==> config.mk <==
export PLATFORM = sky130hd
export DESIGN_NAME = imem_fetch_ctrl_flat
export DESIGN_NICKNAME = d
export VERILOG_FILES = /design/src/rtl/imem_fetch_ctrl_if.sv /design/src/rtl/imem_fetch_ctrl.sv /design/src/flat_wrapper.sv
export SDC_FILE = /design/constraint.sdc
export NUM_CORES = 1
export LEC_CHECK = 0
export CAP_MARGIN = 20
export CORE_MARGIN = 4
export CORE_UTILIZATION = 30
export DETAILED_ROUTE_END_ITERATION = 8
export GPL_TIMING_DRIVEN = 0
export RECOVER_POWER = 25
export SYNTH_ARGS = -nofsm -noshare
export SYNTH_HDL_FRONTEND = slang
export SYNTH_SLANG_ARGS = --single-unit
==> constraint.sdc <==
create_clock -name Clk -period 15.4 [get_ports Clk]
set_input_delay 4.62 -clock Clk [delete_from_list [all_inputs] [get_ports Clk]]
set_output_delay 4.62 -clock Clk [all_outputs]
set_load 0.05 [all_outputs]
==> src/rtl/imem_fetch_ctrl_if.sv <==
`default_nettype none
// ============================================================================
//  Module   : imem_fetch_ctrl_if
//  Purpose  : Groups the instruction-memory bus, the redirect/halt controls
//             and the IF/ID valid/ready handshake of imem_fetch_ctrl.
//  Modports : master - the fetch controller (drives ImemAddress, Out*)
//             slave  - the surroundings (memory, branch unit, IF/ID stage)
//  Signals  : ImemAddress     [31:0] byte address to instruction memory
//             ImemInstruction [31:0] combinational read data for ImemAddress
//             Redirect               branch/jump taken, flush and reload PC
//             RedirectPC      [31:0] new PC (bits [1:0] ignored)
//             Halt                   stop fetching
//             OutValid               FIFO head holds a valid instruction
//             OutReady               IF/ID accepts the head this cycle
//             OutInstruction  [31:0] head instruction
//             OutPC           [31:0] PC of head instruction
//             OutPCPlus4      [31:0] OutPC + 4
//  Revision : 1.0 - initial release
// ============================================================================
interface imem_fetch_ctrl_if;
   logic [31:0] ImemAddress;
   logic [31:0] ImemInstruction;
   logic        Redirect;
   logic [31:0] RedirectPC;
   logic        Halt;
   logic        OutValid;
   logic        OutReady;
   logic [31:0] OutInstruction;
   logic [31:0] OutPC;
   logic [31:0] OutPCPlus4;

   modport master (
      output ImemAddress,
      input  ImemInstruction,
      input  Redirect,
      input  RedirectPC,
      input  Halt,
      output OutValid,
      input  OutReady,
      output OutInstruction,
      output OutPC,
      output OutPCPlus4
   );

   modport slave (
      input  ImemAddress,
      output ImemInstruction,
      output Redirect,
      output RedirectPC,
      output Halt,
      input  OutValid,
      output OutReady,
      input  OutInstruction,
      input  OutPC,
      input  OutPCPlus4
   );
endinterface
`default_nettype wire

==> src/rtl/imem_fetch_ctrl.sv <==
`default_nettype none
// ============================================================================
//  Module   : imem_fetch_ctrl
//  Purpose  : Instruction-fetch sequencer. Owns the PC, drives the address of
//             a zero-latency instruction memory, buffers {PC, instruction}
//             pairs in a DEPTH-entry FIFO and presents the head to IF/ID over
//             a valid/ready handshake. Supports redirect (flush + reload) and
//             a halt hold state that only redirect or reset leaves.
//  Ports    : Clk   - rising-edge clock
//             Rst   - synchronous active-low reset
//             bus   - imem_fetch_ctrl_if.master (memory, control, handshake)
//             FetchCount [31:0], StallCount [31:0], FlushCount [15:0]
//                   - performance counters, present only when the macro
//                     IMEM_FETCH_PERF_EN is defined
//  Params   : RESET_PC - word-aligned PC loaded on reset
//             DEPTH    - FIFO entries, power of two in 2..8
//  Revision : 1.0 - initial release
// ============================================================================
module imem_fetch_ctrl #(
   parameter logic [31:0] RESET_PC = 32'h0000_0000,
   parameter int          DEPTH    = 2
) (
   input  wire logic             Clk,
   input  wire logic             Rst,
   imem_fetch_ctrl_if.master     bus
`ifdef IMEM_FETCH_PERF_EN
   ,
   output logic [31:0]           FetchCount,
   output logic [31:0]           StallCount,
   output logic [15:0]           FlushCount
`endif
);

   localparam int AW    = $clog2(DEPTH);
   localparam int CNT_W = AW + 1;
   localparam logic [CNT_W-1:0] C_DEPTH = CNT_W'(DEPTH);

   typedef enum logic [0:0] {
      ST_RUN  = 1'b0,
      ST_HOLD = 1'b1
   } state_t;

   state_t            state_q, state_d;
   logic [31:0]       pc_q;
   logic [CNT_W-1:0]  count_q;
   logic [AW-1:0]     rd_ptr_q;
   logic [AW-1:0]     wr_ptr_q;

   logic [31:0]       instr_mem_q [DEPTH];
   logic [31:0]       pc_mem_q    [DEPTH];

   logic              push;
   logic              pop;
   logic              valid;
   logic [31:0]       redirect_pc;

   assign valid       = (count_q != '0);
   assign pop         = valid & bus.OutReady;
   // Low address bits are cleared by masking so every input bit is consumed.
   assign redirect_pc = bus.RedirectPC & 32'hFFFF_FFFC;

   // -------------------------------------------------------------------------
   // FSM: state register
   // -------------------------------------------------------------------------
   always_ff @(posedge Clk) begin
      if (!Rst) begin
         state_q <= ST_RUN;
      end else begin
         state_q <= state_d;
      end
   end

   // -------------------------------------------------------------------------
   // FSM: next state and push decision
   // -------------------------------------------------------------------------
   always_comb begin
      state_d = state_q;
      push    = 1'b0;
      case (state_q)
         ST_RUN: begin
            // A pop frees the head slot in the same cycle, so a full FIFO
            // can still accept a new word when the head leaves.
            push = !bus.Redirect && !bus.Halt && ((count_q < C_DEPTH) || pop);
            if (!bus.Redirect && bus.Halt) begin
               state_d = ST_HOLD;
            end
         end
         ST_HOLD: begin
            // Dropping Halt alone does not resume fetch.
            if (bus.Redirect) begin
               state_d = ST_RUN;
            end
         end
         default: begin
            state_d = ST_RUN;
         end
      endcase
   end

   // -------------------------------------------------------------------------
   // PC, FIFO pointers and occupancy
   // -------------------------------------------------------------------------
   always_ff @(posedge Clk) begin
      if (!Rst) begin
         pc_q     <= RESET_PC;
         count_q  <= '0;
         rd_ptr_q <= '0;
         wr_ptr_q <= '0;
      end else if (bus.Redirect) begin
         // Flush discards any same-cycle push and pop.
         pc_q     <= redirect_pc;
         count_q  <= '0;
         rd_ptr_q <= '0;
         wr_ptr_q <= '0;
      end else begin
         if (push) begin
            pc_q     <= pc_q + 32'd4;
            wr_ptr_q <= wr_ptr_q + AW'(1);
         end
         if (pop) begin
            rd_ptr_q <= rd_ptr_q + AW'(1);
         end
         if (push && !pop) begin
            count_q <= count_q + CNT_W'(1);
         end else if (pop && !push) begin
            count_q <= count_q - CNT_W'(1);
         end
      end
   end

   // FIFO storage needs no reset: head outputs are gated by occupancy.
   always_ff @(posedge Clk) begin
      if (Rst && !bus.Redirect && push) begin
         instr_mem_q[wr_ptr_q] <= bus.ImemInstruction;
         pc_mem_q[wr_ptr_q]    <= pc_q;
      end
   end

   // -------------------------------------------------------------------------
   // Outputs
   // -------------------------------------------------------------------------
   assign bus.ImemAddress    = pc_q;
   assign bus.OutValid       = valid;
   assign bus.OutInstruction = valid ? instr_mem_q[rd_ptr_q] : 32'd0;
   assign bus.OutPC          = valid ? pc_mem_q[rd_ptr_q] : 32'd0;
   assign bus.OutPCPlus4     = valid ? (pc_mem_q[rd_ptr_q] + 32'd4) : 32'd0;

`ifdef IMEM_FETCH_PERF_EN
   // -------------------------------------------------------------------------
   // Performance counters (wrap on overflow)
   // -------------------------------------------------------------------------
   logic [31:0] fetch_cnt_q;
   logic [31:0] stall_cnt_q;
   logic [15:0] flush_cnt_q;

   always_ff @(posedge Clk) begin
      if (!Rst) begin
         fetch_cnt_q <= '0;
         stall_cnt_q <= '0;
         flush_cnt_q <= '0;
      end else begin
         if (push) begin
            fetch_cnt_q <= fetch_cnt_q + 32'd1;
         end
         if ((state_q == ST_RUN) && !push && !bus.Redirect && !bus.Halt) begin
            stall_cnt_q <= stall_cnt_q + 32'd1;
         end
         if (bus.Redirect && valid) begin
            flush_cnt_q <= flush_cnt_q + 16'd1;
         end
      end
   end

   assign FetchCount = fetch_cnt_q;
   assign StallCount = stall_cnt_q;
   assign FlushCount = flush_cnt_q;
`endif

endmodule
`default_nettype wire

==> src/flat_wrapper.sv <==
// flat-port wrapper written by rule: the top's interface ports become plain ports
module imem_fetch_ctrl_flat 
#(
   parameter logic [31:0] RESET_PC = 32'h0000_0000,
   parameter int          DEPTH    = 2
)
  (Clk, Rst, bus_ImemAddress, bus_ImemInstruction, bus_Redirect, bus_RedirectPC, bus_Halt, bus_OutValid, bus_OutReady, bus_OutInstruction, bus_OutPC, bus_OutPCPlus4);
  imem_fetch_ctrl_if bus_i ();
  input  wire logic Clk;
  input  wire logic Rst;
  output wire logic [$bits(bus_i.ImemAddress)-1:0] bus_ImemAddress;
  input wire logic [$bits(bus_i.ImemInstruction)-1:0] bus_ImemInstruction;
  input wire logic [$bits(bus_i.Redirect)-1:0] bus_Redirect;
  input wire logic [$bits(bus_i.RedirectPC)-1:0] bus_RedirectPC;
  input wire logic [$bits(bus_i.Halt)-1:0] bus_Halt;
  output wire logic [$bits(bus_i.OutValid)-1:0] bus_OutValid;
  input wire logic [$bits(bus_i.OutReady)-1:0] bus_OutReady;
  output wire logic [$bits(bus_i.OutInstruction)-1:0] bus_OutInstruction;
  output wire logic [$bits(bus_i.OutPC)-1:0] bus_OutPC;
  output wire logic [$bits(bus_i.OutPCPlus4)-1:0] bus_OutPCPlus4;
  assign bus_ImemAddress = bus_i.ImemAddress;
  assign bus_i.ImemInstruction = bus_ImemInstruction;
  assign bus_i.Redirect = bus_Redirect;
  assign bus_i.RedirectPC = bus_RedirectPC;
  assign bus_i.Halt = bus_Halt;
  assign bus_OutValid = bus_i.OutValid;
  assign bus_i.OutReady = bus_OutReady;
  assign bus_OutInstruction = bus_i.OutInstruction;
  assign bus_OutPC = bus_i.OutPC;
  assign bus_OutPCPlus4 = bus_i.OutPCPlus4;
  imem_fetch_ctrl #(.RESET_PC(RESET_PC), .DEPTH(DEPTH)) u_core (.Clk(Clk), .Rst(Rst), .bus(bus_i));
endmodule
==> impl_results.rst <==
.. list-table::
   :header-rows: 1

   * - Metric
     - Value
   * - Outcome
     - completed
   * - Clock tree from TritonCTS
     - built
   * - #FFs+latches synth
     - 160
   * - Crit path launch type
     - flop
   * - Grt total ovfl
     - 0
   * - Clock slew at reported path FFs
     - 70 ps
   * - Setup crit end kind
     - output pin
   * - Commonest cells in the synthesized netlist
     - 124 x sky130_fd_sc_hd__edfxtp_1, 85 x sky130_fd_sc_hd__nor2_1, 60 x sky130_fd_sc_hd__mux2i_1, 36 x sky130_fd_sc_hd__dfxtp_1, 33 x sky130_fd_sc_hd__o21ai_0
   * - Number of gates resized after cts
     - 0
   * - Register-to-register setup slack
     - 12,700 ps
   * - Die outline area
     - 27,900 sq um
   * - Slew at the pin with the worst max-slew slack
     - slightly below 1000 ps
   * - Worst clock skew
     - ~8.8 ps
   * - Vertical die dimension
     - about 170 microns
   * - Initial Util
     - 30.8%
   * - Die X-Extent
     - 167 microns
   * - Global-route wire length before repair
     - 32,700 microns
   * - Fmax
     - roughly 120 MHz
   * - Number of setup buffers added after CTS
     - 0
   * - Min Tclk post-route
     - about 8700 ps
   * - Power after layout
     - 0.00109 W
   * - Antenna violations before repair
     - 0
   * - Root buf cell
     - sky130_fd_sc_hd__clkbuf_16
   * - Number of rows created at floorplan
     - 57
   * - Post-route DRC violation count
     - 0
   * - Cell area after synthesis
     - about 7600 sq um
   * - CTS sink count
     - 160
   * - Top cell type by total area after synthesis
     - sky130_fd_sc_hd__edfxtp_1
   * - Number of distinct library cells after synthesis
     - 56
   * - Main area contributors after synthesis
     - sky130_fd_sc_hd__edfxtp_1 49%, sky130_fd_sc_hd__dfxtp_1 9.5%, sky130_fd_sc_hd__mux2i_1 7.9%
   * - Number of pins exceeding their max-slew limit in the final report
     - 0
   * - Post-synthesis to final-layout area growth
     - 40.3%
   * - Share of flip-flops with an asynchronous set or reset
     - 0%
   * - Rel. slew slack
     - about 34%
   * - Fillers
     - 2,339
   * - Largest driver fanout on the critical path
     - 10
   * - Critical path class
     - reg2out
   * - Max-capacitance violation count
     - 0
   * - Synthesis warning total
     - 0
   * - Overall routed net length
     - 21,400 microns
   * - Worst VDD drop
     - 0.0499 mV
   * - Gpl congestion
     - 0.806
   * - Worst endpoint data arrival time
     - 4060 ps
   * - Core area
     - 24,600 sq um
   * - Post-CTS Hold Buffers
     - 0
   * - Kind of path behind the tightest hold check
     - reg2reg
   * - Post-Route Setup TNS
     - 0 ps
   * - Detail-routed net length per standard cell
     - 17.8 microns
   * - Syn_area_per_cell
     - 11.8 sq um
   * - # setup viols final
     - 0
   * - Number of primary I/O pins
     - 198
   * - Count of TritonRoute iterations in the first routing pass
     - 5
   * - Fraction of final layout cells with drive strength greater than 1
     - 9.91%
   * - Final net count
     - 937
   * - Number of H-tree branching levels
     - 4
   * - Source-to-sink clock delay at the later pin of the worst-skew pair
     - 420 ps
   * - Endpoint required time on the critical path
     - roughly 11,000 ps
   * - Endpoints failing hold
     - 0
   * - Crit share post-route
     - 56.4%
   * - Count of nets left with antenna violations after detail routing
     - 0
   * - Largest net degree at the start of global routing
     - 17
   * - Proportion of synthesized chip area in sequential cells
     - 58.6%
   * - Ratio of routed vias to standard cells
     - roughly 4.8
   * - Via count
     - 5,748
   * - Detailed-placement wirelength estimate
     - between 15,000 and 20,000 microns
   * - Leakage power of the design
     - 3.49 nW
   * - Count of routing violations after the opening detailed-route iteration
     - 323
   * - Leading register cell type out of synthesis
     - sky130_fd_sc_hd__edfxtp_1
   * - Total routing resource utilization after global routing
     - 15.1%
   * - Final core utilization
     - 43.2%
   * - ANT cells
     - 0
   * - TritonCTS Buffers
     - 17
   * - Number of global-route vias before repair
     - 5,607
   * - Count of mapped cells out of synthesis
     - 640
   * - Buffer depth of the longest clock path
     - 2
   * - Share of the synthesized area in the top cell type
     - 49.1%
   * - Number of synthesized flops with an enable pin
     - 124
   * - Power Dens Cells
     - 102 nW/um^2
   * - Setup repair after global routing missed its margin
     - no
   * - Leading cell type by number of instances after synthesis
     - sky130_fd_sc_hd__edfxtp_1
   * - Count of port buffers added during placement
     - 189
## placed cells by master (no fill, tap or decap), types with 7 or more instances in the layout
cell type	count
sky130_fd_sc_hd__xnor2_1	26
sky130_fd_sc_hd__clkbuf_16	19
sky130_fd_sc_hd__and2_1	11
sky130_fd_sc_hd__nor4_1	11
sky130_fd_sc_hd__buf_4	7
sky130_fd_sc_hd__o21ai_0	33
sky130_fd_sc_hd__nand4_1	12
sky130_fd_sc_hd__clkbuf_1	19
sky130_fd_sc_hd__mux2i_1	60
sky130_fd_sc_hd__buf_2	7
sky130_fd_sc_hd__nor3_1	22
sky130_fd_sc_hd__dlygate4sd3_1	21
sky130_fd_sc_hd__a21oi_1	27
sky130_fd_sc_hd__edfxtp_1	124
sky130_fd_sc_hd__nand3_1	19
sky130_fd_sc_hd__inv_1	10
sky130_fd_sc_hd__clkdlybuf4s50_1	168
sky130_fd_sc_hd__nor2_1	85
sky130_fd_sc_hd__nand2_1	27
sky130_fd_sc_hd__buf_6	11
sky130_fd_sc_hd__dfxtp_1	36
sky130_fd_sc_hd__xor2_1	14
## cell type report
type                       instances  area [sq um]  area share, %
sequential                       160          4440           41.8
inverter                          10          37.5          0.353
buffer                            37           215           2.02
timing repair buffer             201          2040           19.2
tap                              324           405           3.81
clock buffer                      19           475           4.47
multi-input combinational        438          2910           27.4
clock inverter                    13           109           1.02
## cells by family after synthesis
family | after synthesis | synth area share [%]
AOI/OAI and AO/OA | 94 | 7.71
DFF | 160 | 58.6
and+or+nand+nor | 232 | 16.8
buffers and inverters | 47 | 3.33
xor gates and xnor gates | 40 | 4.62
muxes | 63 | 8.37
adders and majority gates | 3 | 0.495
other | 1 | 0.0495
## power by group
group,switching (W),internal (W),total (W)
Clock,0.000180,0.000231,0.000412
Sequential,0.0000148,0.000478,0.000493
Combinational,0.000118,0.0000660,0.000184
## path summary, 6_finish.rpt
check	startpoint	to	cells after the start
worst max-delay path	flop	bus_OutPCPlus4[16]	11
worst min-delay path	u_core.rd_ptr_q	flop	2
worst max register to register	u_core.state_q	u_core.instr_mem_q[0][13]	5
worst min register to register	u_core.rd_ptr_q	flop	2
## state kept, by name, indices dropped and copies added (netlist names), named ones only
name / cells
u_core.wr_ptr_q: 1
u_core.rd_ptr_q: 1
u_core.bus.ImemAddress: 30
u_core.count_q: 2
u_core.instr_mem_q: 64
u_core.pc_mem_q: 60
u_core.state_q: 1
## routing by layer
layer	vias up	global-route usage (%)	share of wire (%)
met5	-	0	0
met4	0	5.37	2.1
met3	24	2.61	4.2
met2	203	23.8	46
met1	2705	20.8	48
li1	2816	-	-
## critical path, cell delays in order, from the launching register on
cell,delay [ps]
sky130_fd_sc_hd__dfxtp_1,320
sky130_fd_sc_hd__buf_6,160
sky130_fd_sc_hd__buf_6,200
sky130_fd_sc_hd__buf_2,310
sky130_fd_sc_hd__mux2_2,250
sky130_fd_sc_hd__ha_1,160
sky130_fd_sc_hd__inv_1,80
sky130_fd_sc_hd__a21oi_2,390
sky130_fd_sc_hd__nand3_1,270
sky130_fd_sc_hd__or3_1,360
sky130_fd_sc_hd__a221oi_1,250
sky130_fd_sc_hd__clkdlybuf4s50_1,890
## metrics by stage
| step | cells | setup WS (ps) | hold slack (ps) | area, sq um |
|---|---|---|---|---|
| 4_1_cts | 1202 | 6690 | 514 | 10600 |
| 2_1_floorplan | 645 | 5370 | 472 | 7600 |
| 3_5_place_dp | 1170 | 7150 | 488 | 10100 |
| 3_3_place_gp | 1158 | 1690 | 487 | 9900 |
| 5_1_grt | 1202 | 6430 | 548 | 10600 |
| 6_report | 1202 | 6720 | 508 | 10600 |
(Power assumes the default switching activity.)
